<file path="src/rtl/delay_arb_pkg.sv">
// Shared types and helpers for the delay timer arbiter.
// Build option: DELAY_ARB_FIXED_PRIO_EN selects fixed priority instead of round-robin.
package delay_arb_pkg;

  typedef enum logic [1:0] {
    IDLE = 2'd0,
    RUN  = 2'd1,
    DONE = 2'd2
  } state_e;

  localparam int unsigned MAX_REQ   = 8;
  localparam int unsigned MAX_IDX_W = 3;

  // Prescaler width; a 1 MHz clock still needs a one-bit counter.
  function automatic int unsigned presc_w(input int unsigned clk_mhz);
    return (clk_mhz > 1) ? $clog2(clk_mhz) : 1;
  endfunction

  // Round-robin pick: rotate so ptr is bit 0, find first set, rotate back.
  function automatic logic [MAX_IDX_W-1:0] rr_pick(input logic [MAX_REQ-1:0]   req,
                                                   input logic [MAX_IDX_W-1:0] ptr,
                                                   input logic [31:0]          n);
    logic [MAX_REQ-1:0]   rot;
    logic [MAX_IDX_W-1:0] first;
    logic [31:0]          idx;
    rot   = '0;
    first = '0;
    for (int i = 0; i < MAX_REQ; i++) begin
      if (32'(i) < n) begin
        idx    = (32'(ptr) + 32'(i)) % n;
        rot[i] = req[idx[MAX_IDX_W-1:0]];
      end
    end
    for (int i = MAX_REQ - 1; i >= 0; i--) begin
      if (rot[i]) first = MAX_IDX_W'(i);
    end
    idx = (32'(first) + 32'(ptr)) % n;
    return idx[MAX_IDX_W-1:0];
  endfunction

endpackage

</file>
<file path="src/rtl/us_tick_gen.sv">
// Microsecond prescaler: counts 0..CLOCK_SPEED_MHZ-1 while enabled, tick_c marks the wrap cycle.
module us_tick_gen
  import delay_arb_pkg::*;
#(
  parameter int unsigned CLOCK_SPEED_MHZ = 12
) (
  input  logic CLK,
  input  logic RST_N,
  input  logic clr,
  input  logic en,
  output logic tick_c
);

  localparam int unsigned   PW   = presc_w(CLOCK_SPEED_MHZ);
  localparam logic [PW-1:0] LAST = PW'(CLOCK_SPEED_MHZ - 1);

  logic [PW-1:0] cnt;

  assign tick_c = en && (cnt == LAST);

  // Prescaler counter with synchronous clear taking precedence over counting.
  always_ff @(posedge CLK or negedge RST_N) begin
    if (!RST_N) begin
      cnt <= '0;
    end else if (clr) begin
      cnt <= '0;
    end else if (en) begin
      cnt <= tick_c ? '0 : cnt + PW'(1);
    end
  end

endmodule

</file>
<file path="src/rtl/delay_timer_arbiter.sv">
// Shares one microsecond delay engine among NUM_REQ requesters.
// Build option: DELAY_ARB_FIXED_PRIO_EN gives fixed priority (lowest index wins), no rr pointer.
module delay_timer_arbiter
  import delay_arb_pkg::*;
#(
  parameter int unsigned CLOCK_SPEED_MHZ = 12,
  parameter int unsigned NUM_REQ         = 4,
  parameter int unsigned DELAY_W         = 16
) (
  input  logic                       CLK,
  input  logic                       RST_N,
  input  logic [NUM_REQ-1:0]         req,
  input  logic [NUM_REQ*DELAY_W-1:0] delay_us,
  output logic [NUM_REQ-1:0]         grant,
  output logic [NUM_REQ-1:0]         done,
  output logic                       busy
);

  localparam int unsigned IDX_W = $clog2(NUM_REQ);

  localparam logic [1:0] S_IDLE = IDLE;
  localparam logic [1:0] S_RUN  = RUN;
  localparam logic [1:0] S_DONE = DONE;

  logic [1:0]         state, state_d;
  logic [NUM_REQ-1:0] grant_d, done_d;
  logic               busy_d;
  logic [DELAY_W-1:0] us_left, us_left_d;
  logic [IDX_W-1:0]   owner, owner_d;
  logic [IDX_W-1:0]   win_c;
  logic               presc_clr_c;
  logic               tick_c;

`ifdef DELAY_ARB_FIXED_PRIO_EN
  assign win_c = IDX_W'(rr_pick(MAX_REQ'(req), '0, 32'(NUM_REQ)));
`else
  logic [IDX_W-1:0] rr_ptr, rr_ptr_d;
  logic [IDX_W-1:0] next_ptr_c;

  assign win_c      = IDX_W'(rr_pick(MAX_REQ'(req), MAX_IDX_W'(rr_ptr), 32'(NUM_REQ)));
  assign next_ptr_c = (owner == IDX_W'(NUM_REQ - 1)) ? '0 : owner + IDX_W'(1);
`endif

  us_tick_gen #(
    .CLOCK_SPEED_MHZ(CLOCK_SPEED_MHZ)
  ) u_tick (
    .CLK   (CLK),
    .RST_N (RST_N),
    .clr   (presc_clr_c),
    .en    (state == S_RUN),
    .tick_c(tick_c)
  );

  // State register.
  always_ff @(posedge CLK or negedge RST_N) begin
    if (!RST_N) state <= S_IDLE;
    else        state <= state_d;
  end

  // Next state and next values of all registered outputs and counters.
  always_comb begin
    state_d     = state;
    grant_d     = grant;
    done_d      = '0;
    busy_d      = busy;
    us_left_d   = us_left;
    owner_d     = owner;
    presc_clr_c = 1'b0;
`ifndef DELAY_ARB_FIXED_PRIO_EN
    rr_ptr_d    = rr_ptr;
`endif
    case (state)
      S_IDLE: begin
        if (|req) begin
          owner_d     = win_c;
          grant_d     = NUM_REQ'(1) << win_c;
          us_left_d   = delay_us[win_c*DELAY_W +: DELAY_W];
          presc_clr_c = 1'b1;
          busy_d      = 1'b1;
          state_d     = S_RUN;
        end
      end
      S_RUN: begin
        if (!req[owner]) begin
          // Owner abandoned: release without a done pulse.
          grant_d = '0;
          busy_d  = 1'b0;
          state_d = S_IDLE;
`ifndef DELAY_ARB_FIXED_PRIO_EN
          rr_ptr_d = next_ptr_c;
`endif
        end else if (us_left == '0) begin
          grant_d = '0;
          done_d  = grant;
          state_d = S_DONE;
`ifndef DELAY_ARB_FIXED_PRIO_EN
          rr_ptr_d = next_ptr_c;
`endif
        end else if (tick_c) begin
          us_left_d = us_left - DELAY_W'(1);
        end
      end
      S_DONE: begin
        busy_d  = 1'b0;
        state_d = S_IDLE;
      end
      default: begin
        grant_d = '0;
        busy_d  = 1'b0;
        state_d = S_IDLE;
      end
    endcase
  end

  // Output and datapath registers.
  always_ff @(posedge CLK or negedge RST_N) begin
    if (!RST_N) begin
      grant   <= '0;
      done    <= '0;
      busy    <= 1'b0;
      us_left <= '0;
      owner   <= '0;
    end else begin
      grant   <= grant_d;
      done    <= done_d;
      busy    <= busy_d;
      us_left <= us_left_d;
      owner   <= owner_d;
    end
  end

`ifndef DELAY_ARB_FIXED_PRIO_EN
  // Round-robin pointer.
  always_ff @(posedge CLK or negedge RST_N) begin
    if (!RST_N) rr_ptr <= '0;
    else        rr_ptr <= rr_ptr_d;
  end
`endif

endmodule
</file>
<file path="config.mk">
export PLATFORM = sky130hd
export DESIGN_NAME = delay_timer_arbiter
export DESIGN_NICKNAME = d
export VERILOG_FILES = /design/src/rtl/delay_arb_pkg.sv /design/src/rtl/us_tick_gen.sv /design/src/rtl/delay_timer_arbiter.sv
export SDC_FILE = /design/constraint.sdc
export NUM_CORES = 1
export LEC_CHECK = 0
export BUFFER_PORTS_ARGS = -buffer_cell sky130_fd_sc_hd__buf_2
export CAP_MARGIN = 20
export CORE_MARGIN = 1.5
export CORE_UTILIZATION = 45
export CTS_BUF_LIST = sky130_fd_sc_hd__clkbuf_4 sky130_fd_sc_hd__clkbuf_8 sky130_fd_sc_hd__clkbuf_16
export CTS_CLUSTER_DIAMETER = 120
export DETAILED_ROUTE_END_ITERATION = 8
export HOLD_SLACK_MARGIN = 0.03
export MAX_ROUTING_LAYER = met4
export PLACE_DENSITY = 0.75
export SLEW_MARGIN = 20
export SYNTH_ARGS = -nofsm -noshare
export SYNTH_HDL_FRONTEND = slang
export SYNTH_SLANG_ARGS = --single-unit
</file>
<file path="constraint.sdc">
create_clock -name CLK -period 3.4 [get_ports CLK]
set_input_delay 0.17 -clock CLK [delete_from_list [all_inputs] [get_ports CLK]]
set_output_delay 0.17 -clock CLK [all_outputs]
set_load 0.02 [all_outputs]
</file>
==> results summary <==
Yosys printed 0 warnings. The total setup violations reported at the end of the flow came out at 0. The largest net degree at the start of global routing is 36.

The number of distinct library cells after synthesis is 72. The TritonCTS clock tree is done. The antenna diode instance count is 0.

The number of antenna violations at the first check in global routing is 0. The origin of the worst min-delay path is delay_us[13]. The effective utilization at floorplan is 0.4759. The die area came out at around 6400 µm².

The period utilization came out at 0.8604. The area share of the leading cell type in the synthesized netlist came out at 0.3282. The wire length reported by the detailed router came out at 7405 µm.

The share of the yosys chip area belonging to registers came out at 0.3282. The design draws 3.064 mW. In this run the power density over the cells is 954.2 nW/µm². The post-layout instance count excluding filler cells came out at 442.

The count of final max-slew check failures came out at 0. The worst-path maximum fanout came out at 18. For this design, the slowest cell found on the critical path is sky130_fd_sc_hd__dfrtp_1. The signal on the critical path passes through nand3_1 -> o311ai_0 -> o21ai_0 -> o221ai_1 -> ha_1 -> xnor2_1 -> o21ai_4 -> nand2_4 -> mux4_2 -> a221o_1.

The number of filler cells placed in the layout is approximately 530. The startpoint kind of the worst setup timing path is a register. The remaining number of nets flagged by the antenna check after routing came out at 0. The final cell utilization of the core is 0.5725. The kind of end point of the critical path is a register. The time the worst path needs with I/O delays and setup is between 2 and 3 ns. In the final design database the tool counted 444 nets.

The first global-routing pass estimated roughly 12000 µm of wire. In this run the critical register-to-register path is launched from rr_ptr[0]. The height of the chip is around 80 µm. The clock root buffer is sky130_fd_sc_hd__clkbuf_8. The first routing iteration left 184 violations.

The number of cells in the design after placement came out at between 400 and 500. In this run the count of I/O pins placed on the die edge is between 70 and 80. The highest clock frequency the design can meet is roughly 340 MHz. Across the routed clock network, the largest skew measured is 0.006868 ns.

At the pin with the least slew margin, the transition time is 0.7674 ns. In this run the tightest slew margin relative to its limit is 0.4837. Summing all multi-input logic gate instances after layout gives between 1500 and 2000 µm². The largest area contributor in the synthesized netlist is sky130_fd_sc_hd__dfrtp_1. Yosys mapped a number of flops with a built-in enable equal to 0. The final routed wire length divided by cell count is 16.75 µm. The static leakage power is roughly 1.4 nW. The path class of the tightest hold or removal check is in2reg. The number of max-cap violations came out at 0. The hold violation total from the final report is 0.

Each instance of the synthesized netlist takes up on average 9.016 µm². The post-CTS clock slew at the launch and capture registers of the worst setup and hold paths is around 0.080 ns. The source-to-sink clock delay at the later pin of the worst-skew pair is roughly 0.29 ns.

The pre-antenna-repair detailed-routing pass consisted of 4 iterations. Setup repair after global routing left no endpoint under its margin. Synthesis produced a netlist with a net count of between 300 and 400. The number of clock buffers added by TritonCTS is 5. The total number of clock tree sinks came out at 35. The via count of the first global-routing pass came to around 2500. The post-cts resize count is 0.

The flip-flop and latch count after synthesis is 35. The buffer count from post-CTS setup fixing is 0. On the critical path the largest part of the delay comes from compound AO/OA/AOI/OAI gates.

The post-synthesis cell area came out at 2669 µm². The total DRC errors in the routed layout came out at 0. Across all hold checks on the routed design, the worst slack comes to 0.1809 ns. After floorplanning, the core was sized to cover around 5600 µm². The detailed placer's ending HPWL is roughly 5500 µm. Routability-driven placement finished with a final weighted congestion of 0.9397.

In this run the horizontal extent of the chip is between 80 and 90 µm. The proportion of layout cells with a drive suffix above 1 is 0.3108. The most frequent cell after synthesis is sky130_fd_sc_hd__dfrtp_1. The required time of the worst setup path came out at around 3.6 ns. The most used flip-flop cell after synthesis is sky130_fd_sc_hd__dfrtp_1. By startpoint and endpoint, the worst setup path is classified as reg2reg. The initialized floorplan defines 27 standard-cell rows. Counting instances in the post-synthesis netlist gives the leading cell types as 35 x sky130_fd_sc_hd__dfrtp_1, 23 x sky130_fd_sc_hd__nand2_1, 23 x sky130_fd_sc_hd__nor2_1, 21 x sky130_fd_sc_hd__o21ai_0.

VDD sags by at most just under 500 µV. The number of buffers on the longest clock path came out at 2. The via count normalized by instance count is roughly 6.0. The total routing resource utilization after global routing came out at 0.2488. The flow ran to the end, and the final reports show no timing, DRC or antenna violations.

Input and output buffers added on the ports amount to a little under 80. After clock tree synthesis, the flow added hold-fix buffers numbering 1. The critical path startpoint is rr_ptr[0]. The final sum of negative setup slack is 0 ns.

The total via count in the routed design is around 2600. Across the whole layout, storage elements account for about 900 µm². The largest single stage delay on the critical path is 0.49 ns. CTS built an H-tree with a depth of 2. The overflow left after global routing is 0. Yosys attributes the largest share of cell area to sky130_fd_sc_hd__dfrtp_1 33%, sky130_fd_sc_hd__mux2i_1 4.1%, sky130_fd_sc_hd__o21ai_0 3.9%. Together, buffers and inverters on the worst path number 0. The layout overhead on the synthesized area came out at 20.30%. The share of synthesized registers carrying an async set or reset came out at 1.000. The endpoint arrival time on the critical path is 3.10 ns.

The cell count after synthesis is between 200 and 300.
==> per-stage QoR <==
step | setup slack (ns) | area [µm²]
floorplan | 0.8605 | 2669
global placement | 0.5891 | 3088
detailed placement | 0.4799 | 3088
CTS | 0.4823 | 3211
global route | 0.3013 | 3211
finish | 0.4748 | 3211
==> worst reg2reg max path: stages, from the launching register on <==
cell	delay, ns
sky130_fd_sc_hd__dfrtp_1	0.49
sky130_fd_sc_hd__nand3_1	0.13
sky130_fd_sc_hd__o311ai_0	0.12
sky130_fd_sc_hd__o21ai_0	0.11
sky130_fd_sc_hd__o221ai_1	0.14
sky130_fd_sc_hd__ha_1	0.25
sky130_fd_sc_hd__xnor2_1	0.39
sky130_fd_sc_hd__o21ai_4	0.23
sky130_fd_sc_hd__nand2_4	0.32
sky130_fd_sc_hd__mux4_2	0.36
sky130_fd_sc_hd__a221o_1	0.30
==> registers in the layout, summed over array words and instances, names as in the netlist <==
signal and cells:
busy 1, grant 4, rr_ptr 2, us_left 16, state 2, done 4, u_tick.cnt 4, owner 2
==> metal layers <==
metal  up-vias  track usage  part of all wire
met5         -            -                 0
met4         0      0.06379             0.015
met3        11      0.02629             0.083
met2       115       0.4101              0.48
met1      1228       0.3276              0.42
li1       1283            -                 -
==> placed cells by master (no fill, tap or decap), types with 2 or more instances in the layout <==
cell type                  Yosys  final
sky130_fd_sc_hd__buf_2         6     78
sky130_fd_sc_hd__dfrtp_1      35     35
sky130_fd_sc_hd__nor2_1       23     23
sky130_fd_sc_hd__nand2_1      23     23
sky130_fd_sc_hd__o21ai_0      21     21
sky130_fd_sc_hd__nand3_1      13     13
sky130_fd_sc_hd__a21oi_1      13     13
sky130_fd_sc_hd__mux2i_1      11     11
sky130_fd_sc_hd__o211ai_1     10     10
sky130_fd_sc_hd__nor4_1        8      8
sky130_fd_sc_hd__inv_1         6      6
sky130_fd_sc_hd__nand4_1       6      6
sky130_fd_sc_hd__nor3_1        6      6
sky130_fd_sc_hd__and3_1        5      5
sky130_fd_sc_hd__a21o_1        5      5
sky130_fd_sc_hd__a22o_1        5      5
sky130_fd_sc_hd__ha_1          5      5
sky130_fd_sc_hd__clkbuf_8      0      5
sky130_fd_sc_hd__mux4_2        4      4
sky130_fd_sc_hd__and2_1        4      4
sky130_fd_sc_hd__o311a_1       4      4
sky130_fd_sc_hd__a31oi_1       4      4
sky130_fd_sc_hd__buf_4         3      4
sky130_fd_sc_hd__nand2b_1      3      3
sky130_fd_sc_hd__mux2_4        3      3
sky130_fd_sc_hd__nor2b_1       3      3
sky130_fd_sc_hd__mux2_1        3      3
sky130_fd_sc_hd__a211o_1       3      3
sky130_fd_sc_hd__mux2_2        3      3
sky130_fd_sc_hd__a211oi_1      3      3
sky130_fd_sc_hd__o311ai_0      2      2
sky130_fd_sc_hd__or2_2         2      2
sky130_fd_sc_hd__or3_1         2      2
sky130_fd_sc_hd__or2_1         2      2
sky130_fd_sc_hd__o21a_1        2      2
sky130_fd_sc_hd__xnor2_1       2      2
sky130_fd_sc_hd__a32oi_1       2      2
sky130_fd_sc_hd__and4_1        2      2
==> path summary, 6_finish.rpt <==
| kind | slack [ns] | cells past startpoint | to |
|---|---|---|---|
| worst min-delay path | 0.18 | 3 | us_left[13] |
| worst max register to register | 0.47 | 10 | us_left[0] |
| min in group asynchronous | 0.49 | 2 | done[3] |
| worst min register to register | 0.52 | 1 | grant[2] |
| max in group asynchronous | 2.41 | 2 | us_left[12] |
| worst max-delay path | 0.47 | 10 | us_left[0] |
==> where the power goes <==
part / leakage, nW / switching (mW) / internal [mW]
Clock: 0.0581 / 0.169 / 0.219
Combinational: 0.957 / 1.09 / 0.799
Sequential: 0.433 / 0.201 / 0.587
==> layout make-up <==
| class | count | area share |
|---|---|---|
| repair buffers | 83 | 0.1341 |
| multi-input cells | 238 | 0.5230 |
| clock inverters | 3 | 0.01364 |
| well taps | 72 | 0.02806 |
| flip-flops and latches | 35 | 0.2728 |
| clock buffers | 5 | 0.02143 |
| inverters | 6 | 0.007015 |
==> logic make-up after synthesis <==
kind of cell | after synthesis | synth area share
mux | 24 | 0.1172
fa+ha+maj | 5 | 0.02344
flops | 35 | 0.3282
buf+inv | 23 | 0.04266
xor+xnor | 3 | 0.009847
simple gates | 113 | 0.2288
compound gates | 93 | 0.2499
Note: power is estimated with default switching activity, not from simulation.
